`src/rtl/instruction_fetch.sv`:
```
// instruction_fetch: fetch stage of the 8-bit RISC-V pipeline.
// Owns the program counter. Issues one 32-bit read at a time over a
// request/response port, and loads the IF/ID register for decode.
// On stall it holds IF/ID. On a redirect it flushes and refetches.
// Ports:
//   clock, reset          clock; synchronous active-low reset
//   imem_req/imem_addr    read request pulse and address (equals pc)
//   imem_rvalid/rdata     read response pulse and instruction word
//   stall                 decode cannot accept; hold IF/ID
//   redirect/redirect_pc  taken branch/jump and its target
//   instruction/if_pc/if_valid  IF/ID register contents
module instruction_fetch #(
  parameter int unsigned     PC_W     = 8,
  parameter logic [PC_W-1:0] RESET_PC = '0,
  parameter logic [31:0]     NOP      = 32'h00000013
) (
  input  logic            clock,
  input  logic            reset,
  output logic            imem_req,
  output logic [PC_W-1:0] imem_addr,
  input  logic            imem_rvalid,
  input  logic [31:0]     imem_rdata,
  input  logic            stall,
  input  logic            redirect,
  input  logic [PC_W-1:0] redirect_pc,
  output logic [31:0]     instruction,
  output logic [PC_W-1:0] if_pc,
  output logic            if_valid
);

  typedef enum logic [1:0] {
    ISSUE   = 2'd0,
    WAIT    = 2'd1,
    HOLD    = 2'd2,
    DISCARD = 2'd3
  } state_t;

  state_t          state;
  logic [PC_W-1:0] pc;
  logic [31:0]     skid;
  logic [PC_W-1:0] target;

  // Redirect targets are word aligned.
  assign target = {redirect_pc[PC_W-1:2], 2'b00};

  // The request is gated in the same cycle by a redirect and by reset.
  // This keeps a stale address from reaching memory.
  assign imem_req  = reset && (state == ISSUE) && !redirect;
  assign imem_addr = pc;

  // FSM, pc, skid and IF/ID register.
  always_ff @(posedge clock) begin
    if (!reset) begin
      state       <= ISSUE;
      pc          <= RESET_PC;
      skid        <= '0;
      instruction <= NOP;
      if_pc       <= '0;
      if_valid    <= 1'b0;
    end else begin
      // IF/ID gets a bubble when nothing loads, unless a stall (without a
      // redirect) holds it. A load further down overrides this.
      if (redirect || !stall) begin
        instruction <= NOP;
        if_valid    <= 1'b0;
      end

      case (state)
        ISSUE: begin
          if (redirect) pc <= target;
          else          state <= WAIT;
        end

        WAIT: begin
          if (redirect) begin
            // A response in the same cycle is dropped. Otherwise the
            // response is still in flight and must be drained.
            pc    <= target;
            state <= imem_rvalid ? ISSUE : DISCARD;
          end else if (imem_rvalid) begin
            if (stall) begin
              skid  <= imem_rdata;
              state <= HOLD;
            end else begin
              instruction <= imem_rdata;
              if_pc       <= pc;
              if_valid    <= 1'b1;
              pc          <= pc + PC_W'(4);
              state       <= ISSUE;
            end
          end
        end

        HOLD: begin
          if (redirect) begin
            pc    <= target;
            state <= ISSUE;
          end else if (!stall) begin
            instruction <= skid;
            if_pc       <= pc;
            if_valid    <= 1'b1;
            pc          <= pc + PC_W'(4);
            state       <= ISSUE;
          end
        end

        DISCARD: begin
          if (redirect)    pc    <= target;
          if (imem_rvalid) state <= ISSUE;
        end

        default: state <= ISSUE;
      endcase
    end
  end

endmodule

```
`config.mk`:
```
export PLATFORM = sky130hd
export DESIGN_NAME = instruction_fetch
export DESIGN_NICKNAME = d
export VERILOG_FILES = /design/src/rtl/instruction_fetch.sv
export SDC_FILE = /design/constraint.sdc
export NUM_CORES = 1
export LEC_CHECK = 0
export CAP_MARGIN = 25
export CORE_AREA = 2 2 97 99
export CTS_BUF_LIST = sky130_fd_sc_hd__clkbuf_8
export DETAILED_ROUTE_END_ITERATION = 10
export DIE_AREA = 0 0 99 101
export GPL_ROUTABILITY_DRIVEN = 0
export PLACE_DENSITY = 0.78
export REMOVE_ABC_BUFFERS = 1
export SYNTH_ARGS = -nofsm -noshare
export SYNTH_HDL_FRONTEND = slang
export SYNTH_SLANG_ARGS = --single-unit
```
`constraint.sdc`:
```
create_clock -name clock -period 3.8 [get_ports clock]
set_input_delay 0.76 -clock clock [delete_from_list [all_inputs] [get_ports clock]]
set_output_delay 0.76 -clock clock [all_outputs]
set_load 0.05 [all_outputs]
```
## Word-level counts from Yosys, hierarchy flattened

Cells that the tools add are included.

| word-level totals | value |
|---|---|
| register bits | 83 |
| input bits | 45 |
| output and inout port bits | 50 |
| logic and storage cells | 64 |

| cells by class | value |
|---|---|
| add/sub/neg operators | 1 |
| equality and inequality tests | 11 |
| muxes and demuxes | 33 |
| bitwise gates (word level) | 1 |
| reductions and logical operators | 12 |

Operator list:

| operator | count |
|---|---|
| $mux W32 | 6 |
| $mux W8 | 9 |
| $pmux W32 S2 | 1 |
| $pmux W8 S3 | 1 |
| $mux W2 | 8 |
| $pmux W8 S2 | 1 |
| $reduce_and A4 Y1 | 3 |
| $ne A2 B2 Y1 const B | 5 |
| $add A8 B3 Y8 const B | 1 |
| $pmux W2 S4 | 1 |
| $ne A3 B3 Y1 const B | 2 |
| $mux W1 | 5 |
| $eq A2 B2 Y1 const B | 2 |
| $eq A2 B1 Y1 const B | 1 |
| $logic_and A1 B1 Y1 | 2 |
| $logic_not A1 Y1 | 2 |
| $logic_not A2 Y1 | 1 |
| $ne A2 B1 Y1 const B | 1 |
| $pmux W1 S2 | 1 |
| $reduce_and A2 Y1 | 1 |
| $reduce_bool A2 Y1 | 1 |
| $reduce_or A2 Y1 | 1 |
| $logic_or A1 B1 Y1 | 1 |
| $not A1 Y1 | 1 |

## Logic depth before layout (Yosys ltp)

| depth | value |
|---|---|
| depth in word-level cells | 7 |
| depth in mapped cells | 8 |
| depth with buffers taken out | 6 |

## Least setup slack after synthesis

No wires, ideal clock.

| timing path | value |
|---|---|
| path kind | input -> output |
| from | in reset |
| to | out imem_req |
| data arrival time | 1.384 ns |
| data required time | 3.040 ns |
| setup slack | 1.656 ns |
| stages on the path | 2 |
| buffers on the path | 1 |
| cells stage by stage | buf_2 and3_1 |

| between the ends | value |
|---|---|
| longest elaborated chain between the ends | 2 |

Ends and longest elaborated chain:

| element | RTL line | source |
|---|---|---|
| start: declaration | 18 | `input logic reset,` |
| $logic_and A1 B1 Y1 (2 in series) | 48 | `assign imem_req = reset && (state == ISSUE) && !redirect;` |
| end: declaration | 19 | `output logic imem_req,` |

Every way passes these cells.

## Worst setup path in the final report

| timing path | value |
|---|---|
| from | in redirect |
| to | out imem_req |

| between the ends | value |
|---|---|
| longest elaborated chain between the ends | 2 |

Ends and longest elaborated chain:

| element | RTL line | source |
|---|---|---|
| start: declaration | 24 | `input logic redirect,` |
| $logic_not A1 Y1 | 48 |  |
| $logic_and A1 B1 Y1 | 48 |  |

Every way passes these cells.

==> results by group <==
Run status
  • Status: finished, final reports clean

Die
  • Initial core utilization: 42.0%
  • Row cnt: 35
  • Total core area: 8980 sq um
  • Die Area: 10000 sq um
  • Boundary Pins: 95
  • DIE HEIGHT: 101 microns
  • Die width: 99 microns

Setup path
  • Type of origin of the critical path: input pin
  • CP Class: input pin to primary output
  • Worst Path Required: 3.04 ns
  • Critical path peak fanout: 9
  • CP arrival: 2.33 ns
  • Register-to-Register Path Depth: 6
  • Crit end category: primary output

Logic synthesis
  • Synth Area in Adders: 1.99%
  • Asr flop ratio synth: 0%
  • Synth top cells by count: dfxtp_1, nand2_1, a22oi_1
  • Mapped Cells: 419
  • Post-synthesis xor/xnor area fraction: 0%
  • YS warnings: 0
  • Register area share after synthesis: 42.0%
  • Synth unique cells: 46
  • Top post-synthesis cells by area: dfxtp_1, a22oi_1, a21boi_2
  • Simple-Gate Fraction of Synth Area: 16.0%
  • Compound-Gate Fraction of Synth Area: 31.3%
  • Largest family of logic cells by synthesized area: compound AO/OA/AOI/OAI gates
  • Yosys reg bits: 79
  • Most frequent cell after synthesis: dfxtp_1
  • Mapped Area: 3770 sq um
  • Avg Cell Area, Syn: 8.99 sq um
  • Synth area leader: dfxtp_1
  • Yosys top cell area share: 42.0%
  • Post-synth EDFFs: 0
  • Mux share of post-synthesis cell area: 1.59%
  • Most used DFF post-synth: dfxtp_1

Final layout
  • ANT cells: 0
  • Final Cell Area: 4870 sq um
  • FF+latch area: 1580 sq um
  • Final Net Count: 543
  • Fillers: 812
  • Fraction of layout cells with a size suffix above 1: 15.9%
  • Layout area overhead: 29.4%
  • Multi-input gate area: 1940 sq um

STA
  • RSZ-0062 raised after global routing: no
  • Worst slew pin tran: 0.758 ns
  • Setup violators final: 0
  • Slew headroom: 49.4%
  • Hold_ws: 0.452 ns
  • Setup Skew: 0.0105 ns
  • Sum Neg Setup Slack: 0 ns
  • Final Worst Setup Slack: 0.712 ns
  • Fmax: 324 MHz
  • Period utilization: 81.3%
  • Pins Over Slew Limit: 0
  • Final Hold Fails: 0
  • Final min period: 3.09 ns

Hold path
  • Classification of the worst-slack hold path: register to register
  • Worst Hold Path Cells: 2

Routing
  • Wire per inst: 15.9 microns
  • Via-to-Cell Ratio: 5.64
  • DRC viols: 0
  • Antenna-violating nets left: 0
  • WL final: 9690 microns
  • Initial DRC count: 228
  • Via Count: 3427
  • Pre-Repair DR Iteration Count: 4

Placed design
  • Buffers on Ports: 88
  • Area after DPL: 4650 sq um
  • Place WS: 0.726 ns
  • DP Wirelength: 6360 microns

Clock network
  • Clock Path Buffers: 2
  • CTS tree: built
  • CTS buffer count: 9
  • Post_cts resized: 0
  • H-tree Lvls: 3
  • Cts hold-fix bufs: 0
  • CTS root buf: clkbuf_8
  • Clock sinks: 79
  • Post-CTS setup buffers: 0
  • Clock slew at reported path FFs: 0.08 ns
  • Clk_lat worst skew: 0.35 ns

Run
  • Max-cap violation count: 0

Pwr
  • IR drop worst, VDD: 0.000211 V
  • Pleak: 1.57 nW
  • PwrDens: 367 nW/um^2
  • Total power: 1.79 mW

Global routing
  • Vias in the first global route: 3303
  • All-Layer GR Usage: 19.4%
  • Initial antenna violation count: 0
  • Global-route wire length before repair: 15900 microns
  • Pin count of the biggest net entering global routing: 59
  • Total congestion overflow: 0
[flip-flops by register name, indices dropped and copies added, names as in the netlist]
| name | count |
|---|---|
| if_valid | 1 |
| imem_addr | 6 |
| state | 2 |
| instruction | 32 |
| if_pc | 6 |
| skid | 32 |
[placed cells by master (no fill, tap or decap), types with 2 or more instances in the layout]
cell type	count
a22oi_1	54
inv_1	5
a21boi_1	7
dfxtp_1	79
o22ai_1	27
nand2b_1	2
ha_1	6
mux2i_1	6
nor2b_1	4
nor3_1	2
clkbuf_8	9
nor2b_2	2
nor2_1	16
a41oi_1	3
a22o_1	4
nand3_1	8
a21oi_1	8
nand2_1	67
conb_1	4
o21ai_0	9
or3_1	2
a21boi_2	26
a31oi_1	2
inv_6	3
nand2_2	20
clkdlybuf4s50_1	87
buf_4	7
[kinds of logic (layout without fill, tap and decap cells)]
group | count (synthesis) | after routing
AO/OA/AOI/OAI | 151 | 151
adder cells (fa/ha/maj) | 6 | 6
buffers and inverters | 45 | 120
flip-flops | 79 | 79
multiplexers | 6 | 6
other | 1 | 4
AND/OR/NAND/NOR | 131 | 131
[cell type report]
type / instances / area share [%]
Multi-Input combinational cell: 298 / 39.8
Sequential cell: 79 / 32.4
Timing Repair Buffer: 98 / 20.3
Tap cell: 111 / 2.85
Clock buffer: 9 / 2.54
Clock inverter: 7 / 1.59
Inverter: 6 / 0.462
[layer usage]
metal	track usage, %	part of all wire [%]	vias to the layer above
met5	0	0	-
met4	3.79	0.66	0
met3	5.13	7.0	6
met2	33.2	48	116
met1	24.7	44	1648
li1	-	-	1657
[worst max-delay path, cell delays in order]
cell             delay [ns]
clkdlybuf4s50_1        0.43
inv_2                  0.16
and3_1                 0.18
clkdlybuf4s50_1        0.80
[path summary, 6_finish.rpt]
kind / from / to / slack, ns
setup reg to reg: state[1] / instruction[20] / 1.51
hold reg to reg: skid[1] / skid[1] / 0.45
hold / removal: skid[1] / skid[1] / 0.45
setup / recovery: redirect / imem_req / 0.71
[metrics by stage]
| stage | utilization [%] | instances |
|---|---|---|
| 2_1_floorplan | - | 383 |
| 3_3_place_gp | 51.6 | 590 |
| 3_5_place_dp | 51.7 | 591 |
| 4_1_cts | 54.0 | 607 |
| 5_1_grt | 54.3 | 608 |
| 6_report | 54.3 | 608 |
[report_power, final]
part           switching [mW]  total (mW)  internal (mW)  leakage (nW)
combinational           0.170       0.283          0.113         0.834
sequential             0.0171       0.863          0.846         0.639
clock                   0.332       0.643          0.311         0.101
total                   0.519        1.79           1.27          1.57
Note: power is estimated with default switching activity, not from simulation.
